==> config.mk <==
export PLATFORM = sky130hd
export DESIGN_NAME = branch_redirect_ctrl
export DESIGN_NICKNAME = d
export VERILOG_FILES = /design/src/rtl/branch_redirect_ctrl.sv
export SDC_FILE = /design/constraint.sdc
export NUM_CORES = 1
export LEC_CHECK = 0
export CELL_PAD_IN_SITES_DETAIL_PLACEMENT = 1
export CELL_PAD_IN_SITES_GLOBAL_PLACEMENT = 1
export CORE_MARGIN = 5
export CORE_UTILIZATION = 36
export DETAILED_ROUTE_END_ITERATION = 6
export HOLD_SLACK_MARGIN = 0.05
export PLACE_DENSITY_LB_ADDON = 0.1
export SYNTH_ARGS = -nofsm -noshare
export SYNTH_HDL_FRONTEND = slang
export SYNTH_SLANG_ARGS = --single-unit
==> constraint.sdc <==
create_clock -name clk -period 2.4 [get_ports clk]
set_input_delay 0.6 -clock clk [delete_from_list [all_inputs] [get_ports clk]]
set_output_delay 0.6 -clock clk [all_outputs]
set_load 0.01 [all_outputs]
==> src/rtl/branch_redirect_ctrl.sv <==
// Branch redirect controller.
// Turns the EX-stage branch verdict into a registered fetch redirect plus
// IF/ID and ID/EX flushes, holds the redirect across stalls, then ignores
// wrong-path EX resolves for a short squash window.
// Also keeps saturating resolve/taken counters for performance monitoring.
//
// state    | meaning
// ---------+-------------------------------------------------------------
// IDLE     | accepting EX resolves; a taken one arms a redirect
// REDIRECT | pc_redirect and both flushes asserted; held while stalled
// SQUASH   | EX resolves ignored for SQUASH_CYCLES non-stalled cycles
module branch_redirect_ctrl #(
  parameter int SQUASH_CYCLES = 2,
  parameter int CNT_W         = 32
) (
  input  logic             clk,
  input  logic             reset,
  input  logic             stall,
  input  logic             ex_valid,
  input  logic [6:0]       ex_opcode,
  input  logic [2:0]       ex_br_type,
  input  logic             br_taken,
  input  logic [31:0]      ex_target,
  input  logic             cnt_clr,
  output logic             pc_redirect,
  output logic [31:0]      pc_target,
  output logic             flush_if_id,
  output logic             flush_id_ex,
  output logic             err_illegal_br,
  output logic [CNT_W-1:0] cnt_resolved,
  output logic [CNT_W-1:0] cnt_taken
);

  localparam logic [6:0]       OPC_B   = 7'b1100011;
  localparam logic [6:0]       OPC_J   = 7'b1101111;
  localparam logic [3:0]       SQ_LOAD = 4'(SQUASH_CYCLES);
  localparam logic [CNT_W-1:0] CNT_ONE = {{(CNT_W-1){1'b0}}, 1'b1};
  localparam logic [CNT_W-1:0] CNT_MAX = {CNT_W{1'b1}};

  typedef enum logic [1:0] {
    IDLE     = 2'd0,
    REDIRECT = 2'd1,
    SQUASH   = 2'd2
  } state_t;

  state_t     state_q, state_d;
  logic [3:0] sq_cnt_q, sq_cnt_d;

  logic is_b;
  logic is_j;
  logic br_type_bad;
  logic resolve;
  logic taken;
  logic illegal;

  // Resolve qualification: only a non-stalled, valid B/J in IDLE counts.
  always_comb begin
    is_b        = (ex_opcode == OPC_B);
    is_j        = (ex_opcode == OPC_J);
    br_type_bad = (ex_br_type == 3'd2) || (ex_br_type == 3'd3);
    resolve     = ex_valid && !stall && (is_b || is_j) && (state_q == IDLE);
    taken       = resolve && (is_j || (is_b && br_taken && !br_type_bad));
    illegal     = resolve && is_b && br_type_bad;
  end

  // Next-state and squash-window counter.
  always_comb begin
    state_d  = state_q;
    sq_cnt_d = sq_cnt_q;
    case (state_q)
      IDLE: begin
        if (taken) state_d = REDIRECT;
      end
      REDIRECT: begin
        // First non-stalled cycle in REDIRECT consumes the redirect.
        if (!stall) begin
          if (SQ_LOAD == 4'd0) begin
            state_d = IDLE;
          end else begin
            state_d  = SQUASH;
            sq_cnt_d = SQ_LOAD;
          end
        end
      end
      SQUASH: begin
        if (!stall) begin
          if (sq_cnt_q <= 4'd1) begin
            state_d  = IDLE;
            sq_cnt_d = 4'd0;
          end else begin
            sq_cnt_d = sq_cnt_q - 4'd1;
          end
        end
      end
      default: begin
        state_d  = IDLE;
        sq_cnt_d = 4'd0;
      end
    endcase
  end

  // State register.
  always_ff @(posedge clk or negedge reset) begin
    if (!reset) begin
      state_q  <= IDLE;
      sq_cnt_q <= 4'd0;
    end else begin
      state_q  <= state_d;
      sq_cnt_q <= sq_cnt_d;
    end
  end

  // Registered redirect/flush outputs track REDIRECT; target latched on taken.
  always_ff @(posedge clk or negedge reset) begin
    if (!reset) begin
      pc_redirect <= 1'b0;
      flush_if_id <= 1'b0;
      flush_id_ex <= 1'b0;
      pc_target   <= 32'd0;
    end else begin
      pc_redirect <= (state_d == REDIRECT);
      flush_if_id <= (state_d == REDIRECT);
      flush_id_ex <= (state_d == REDIRECT);
      if (taken) pc_target <= ex_target;
    end
  end

  // Sticky illegal branch-type flag; only reset clears it.
  always_ff @(posedge clk or negedge reset) begin
    if (!reset) begin
      err_illegal_br <= 1'b0;
    end else if (illegal) begin
      err_illegal_br <= 1'b1;
    end
  end

  // Saturating performance counters; clear wins over increment.
  always_ff @(posedge clk or negedge reset) begin
    if (!reset) begin
      cnt_resolved <= '0;
      cnt_taken    <= '0;
    end else if (cnt_clr) begin
      cnt_resolved <= '0;
      cnt_taken    <= '0;
    end else begin
      if (resolve && (cnt_resolved != CNT_MAX)) cnt_resolved <= cnt_resolved + CNT_ONE;
      if (taken && (cnt_taken != CNT_MAX))      cnt_taken    <= cnt_taken + CNT_ONE;
    end
  end

endmodule

Word level (Yosys, flattened, before mapping)

Index checks and enable logic that the tools add are counted.

Flip-flop bits (word level): 104
Memories kept: 0
Memory bits (writable): 0
Word-level logic and storage cells: 55
Bits in latches: 0
ROM bits: 0
Output and inout port bits: 100

Mux-type cells: 13
Shifts and indexed selects: 0
Add/subtract/negate cells: 3
Equality and inequality tests: 11
Bitwise gates (word level): 1
Multiply operators: 0
Divide/modulo/power cells: 0
Reduce and logical (&&, ||, !) cells: 19
$lt $le $gt $ge: 1

Operators by type and width:

| kind                  | number |
|---|---|
| $mux 32               | 4 |
| $add 32x1->32 const B | 2 |
| $ne 32x32->1 const B  | 2 |
| $eq 7x7->1 const B    | 2 |
| $mux 4                | 3 |
| $pmux 4 s3            | 1 |
| $logic_and 1x1->1     | 10 |
| $mux 2                | 4 |
| $eq 3x2->1 const B    | 2 |
| $pmux 2 s3            | 1 |
| $eq 2x1->1 const B    | 2 |
| $le 4x1->1 const B    | 1 |
| $ne 2x2->1 const B    | 2 |
| $reduce_bool 2->1     | 2 |
| $sub 4x1->4 const B   | 1 |
| $logic_or 1x1->1      | 3 |
| $reduce_and 3->1      | 1 |
| $eq 2x2->1 const B    | 1 |
| $logic_not 1->1       | 2 |
| $logic_not 2->1       | 1 |
| $not 1->1             | 1 |

Longest topological paths before layout

Word-level depth: 9
Depth in mapped cells: 9
Depth with buffers taken out: 7

Worst setup path before layout

No wires, ideal clock.

Path kind: reg2reg
Start point: reg state_q[0]
End point: reg cnt_resolved[31]
Path buffers: 0
Setup slack: 0.226 ns
Data arrival time: 2.096 ns
Cell stages (with the launch flop): 8
Cell sequence: dfrtp_1 -> inv_1 -> ha_1 -> nand4b_2 -> nor4_4 -> o2111ai_2 -> or3_1 -> a21oi_1

Word-level cells in the longest chain between the ends: 4

RTL lines:

| item                        | line | text |
|---|---|---|
| start: declaration          | 46   | `state_t state_q, state_d;` |
| start signal: assignment    | 108  | `state_q <= state_d;` |
| $logic_not 2->1             | 61   | `resolve = ex_valid && !stall && (is_b \|\| is_j) && (state_q == IDLE);` |
| $logic_and 1x1->1           | 61   |  |
| $logic_and 1x1->1           | 146  | `if (resolve && (cnt_resolved != CNT_MAX)) cnt_resolved <= cnt_resolved + CNT_ONE;` |
| $reduce_bool 2->1 (no line) | n/a  |  |
| end signal: assignment      | 146  |  |
| end: declaration            | 30   | `output logic [CNT_W-1:0] cnt_resolved,` |

Every way passes these cells.
A chain may end at the register's enable or synchronous reset.

Worst setup path after layout

Start point: in ex_opcode[5]
End point: reg cnt_taken[30]

Word-level cells in the longest chain between the ends: 7
Elaborated cells between the ends (all ways): 11
Those cells by class: 2 x eq/ne; 9 x reduce/logical

RTL lines:

| item                                                         | line   | text |
|---|---|---|
| start: declaration                                           | 20     | `input logic [6:0] ex_opcode,` |
| $eq 7x7->1, on equally long branches                         | 58, 59 |  |
| $logic_or 1x1->1 / $logic_and 1x1->1 (equally long branches) | 61, 62 |  |
| $logic_and 1x1->1, on equally long branches                  | 61, 62 |  |
| $logic_and 1x1->1 / $logic_or 1x1->1 (equally long branches) | 61, 62 |  |
| $logic_and 1x1->1 (*)                                        | 62     | `taken = resolve && (is_j \|\| (is_b && br_taken && !br_type_bad));` |
| $logic_and 1x1->1 (*)                                        | 147    | `if (taken && (cnt_taken != CNT_MAX)) cnt_taken <= cnt_taken + CNT_ONE;` |
| $reduce_bool 2->1 (no line) (*)                              | n/a    |  |
| end signal: assignment                                       | 147    |  |
| end: declaration                                             | 31     | `output logic [CNT_W-1:0] cnt_taken` |

Every way passes the cells marked *; elsewhere a longest branch is shown, timed or not.

==> results.sh <==
export IMPL_reg2reg_to="cnt_taken[30]"
export IMPL_die_h_um=132
export IMPL_cts_sinks=104
export IMPL_slew_headroom_pct=57.9
export IMPL_worst_ep_arrival_time_ns=2.56
export IMPL_async_flop_share_pct=100
export IMPL_r2r_slack_ns=0.10
export IMPL_gp_congestion=0.809
export IMPL_endpoint="cnt_taken[30]"
export IMPL_cts_tree="built"
export IMPL_first_iter_violations=156
export IMPL_multiInputGateArea_mm2=0.00264
export IMPL_p_leak_nw=3.15
export IMPL_io_pins=148
export IMPL_syn2layout_area_growth_pct=41.0
export IMPL_seq_area_mm2=0.00260
export IMPL_setup_viol=0
export IMPL_antenna_cells=0
export IMPL_fin_skew_ns=0.00717
export IMPL_cts_inserted_buffers=9
export IMPL_worst_pin_slew_ns=0.624
export IMPL_r2r_start="state_q[1]"
export IMPL_wl_mm=16.5
export IMPL_drt_met1_wl_mm=7.39
export IMPL_grt_max_degree=44
export IMPL_setup_tns_ns=0
export IMPL_yosysWarnings=0
export IMPL_final_nets=814
export IMPL_drc=0
export IMPL_cts_root_buf="clkbuf_16"
export IMPL_setup_ws_ns=0.0739
export IMPL_peakVddDrop_mv=0.337
export IMPL_path_clk_slew_ns=0.07
export IMPL_place_area_mm2=0.00720
export IMPL_synth_ff_type="dfrtp_1"
export IMPL_cts_hold_buffers=0
export IMPL_rows=44
export IMPL_num_vias=5117
export IMPL_top_layer="met4"
export IMPL_synthMostInstantiatedCell="nand2_1"
export IMPL_synth_cell_types=53
export IMPL_syn_avg_cell_area_um2=8.99
export IMPL_fillers=1673
export IMPL_via_per_inst=5.40
export IMPL_rsz0062_at_grt="true"
export IMPL_grtUsageTotal_pct=18.7
export IMPL_worstRegToRegCells=8
export IMPL_met3_wirelength_um=575
export IMPL_grt_antenna_before_repair=0
export IMPL_max_freq_ghz=0.430
export IMPL_drv_cap=0
export IMPL_grt_pass1_vias=5419
export IMPL_worst_ep_required_time_ns=2.63
export IMPL_min_period_ns=2.33
export IMPL_outcome="complete, no violations"
export IMPL_critPathCaptureType="register"
export IMPL_fp_dieArea_mm2=0.0175
export IMPL_fin_area_mm2=0.00758
export IMPL_synth_edf_count=0
export IMPL_syn_num_nets=654
export IMPL_core_area_mm2=0.0146
export IMPL_whs_ns=0.257
export IMPL_dr_pass1_iters=4
export IMPL_yosysSeqAreaShare_pct=48.4
export IMPL_wire_per_inst_um=17.4
export IMPL_h_tree_depth=3
export IMPL_ant_nets=0
export IMPL_synthCells=598
export IMPL_synth_top_cell_area_share_pct=48.4
export IMPL_port_buffers=146
export IMPL_cp_start_kind="primary input"
export IMPL_crit_path_max_fanout=6
export IMPL_met2_length_mm=8.39
export IMPL_hold_class="in -> async"
export IMPL_place_ws_ns=-0.330
export IMPL_hold_viol=0
export IMPL_initial_core_util_pct=36.8
export IMPL_final_util_pct=51.9
export IMPL_syn_area_mm2=0.00538
export IMPL_cts_buffer_depth=2
export IMPL_die_w_um=132
export IMPL_yosysTopAreaCell="dfrtp_1"
export IMPL_grt_pass1_wl_mm=27.5
export IMPL_synth_top_cells_by_area="dfrtp_1, nand2_1, a21oi_1"
export IMPL_worstSetupStartpoint="ex_opcode[5]"
export IMPL_path_class="in -> reg"
export IMPL_synth_common_cells="nand2_1, dfrtp_1, a21oi_1"
export IMPL_fin_crit_sh_pct=96.9
export IMPL_drive_gt1_share_pct=9.70
export IMPL_synth_seq_cells=104
export IMPL_maxSlewViolCount=0
export IMPL_hpwlAfterDp_mm=12.3
export IMPL_grt_ovfl_total=0
export IMPL_clock_latency_ns=0.35
export IMPL_power_density_mw_per_mm2=508
## power breakdown
group | internal [mW] | total, mW | switching [mW]
combinational | 0.252 | 0.494 | 0.243
sequential | 1.82 | 1.86 | 0.0474
clock | 0.843 | 1.49 | 0.648
total | 2.91 | 3.85 | 0.938
## worst max-delay path, stage by stage
cell and delay, ns:
clkdlybuf4s50_1 0.50, nand4b_4 0.15, nor2_1 0.15, buf_4 0.17, nand4_1 0.23, nor4_1 0.38
mux2_2 0.37
## state kept, by name, summed over array words and instances (netlist names)
signal / flops
state_q: 2
err_illegal_br: 1
cnt_resolved: 32
cnt_taken: 32
sq_cnt_q: 4
flush_id_ex: 1
pc_target: 32
## cell usage in the layout (no fill, tap or decap), types with 2 or more instances in the layout
cell type / count
clkdlybuf4s50_1: 143
nand2_1: 124
dfrtp_1: 104
a21oi_1: 54
o21ai_0: 48
or3_1: 43
buf_4: 27
nand3_1: 25
nor2_1: 22
nand4_1: 17
inv_1: 13
and3_1: 11
and4_1: 11
o31ai_1: 9
or4_1: 9
clkbuf_16: 9
nor2b_1: 8
ha_1: 8
mux2_2: 6
nor3_1: 6
clkbuf_8: 5
nand2b_1: 4
and2_1: 4
buf_12: 4
nor4_1: 3
xor2_1: 3
nor4_4: 3
nand4b_4: 2
o31ai_2: 2
a211oi_1: 2
o211ai_1: 2
xnor2_1: 2
clkinv_2: 2
buf_6: 2
## cell type report
type | count | area share [%]
well taps | 184 | 3.04
clock buffers | 14 | 3.88
repair buffers | 178 | 23.2
flip-flops and latches | 104 | 34.3
multi-input cells | 452 | 34.8
inverters | 13 | 0.644
clock inverters | 2 | 0.132
## per-layer routing
| metal | global-route usage [%] | up-vias |
|---|---|---|
| li1 | - | 2461 |
| met1 | 23.7 | 2553 |
| met2 | 32.6 | 92 |
| met3 | 4.20 | 11 |
| met4 | 4.07 | 0 |
| met5 | 0 | - |
## per-stage QoR
| step | power, mW | instances |
|---|---|---|
| 2_1_floorplan | 2.10 | 598 |
| 3_3_place_gp | 2.37 | 931 |
| 3_5_place_dp | 2.40 | 931 |
| 4_1_cts | 3.92 | 947 |
| 5_1_grt | 4.05 | 947 |
| 6_report | 3.85 | 947 |
## cells by family after synthesis
logic type / after synthesis / synth area share, %
simple gates: 300 / 29.4
compound gates: 132 / 14.4
flops: 104 / 48.4
buf+inv: 42 / 3.65
fa+ha+maj: 8 / 1.86
mux: 7 / 1.44
xor+xnor: 5 / 0.815
## what timing repair did
action	4_1_cts	5_1_grt
setup buffers	0	0
gates resized for setup	0	11
setup endpoints to repair	0	19
## how the worst min path moves through the flow
stage | from | depth (start not counted) | to | slack (ns)
floorplan | reset | 0 | cnt_resolved[0] | 0.30
global placement | pc_target[27] | 2 | pc_target[27] | 0.46
detailed placement | err_illegal_br | 1 | err_illegal_br | 0.46
CTS | reset | 1 | pc_target[7] | 0.27
global route | reset | 1 | pc_target[7] | 0.31
finish | reset | 1 | pc_target[7] | 0.26
No activity file was read; power rests on OpenSTA's default activity.
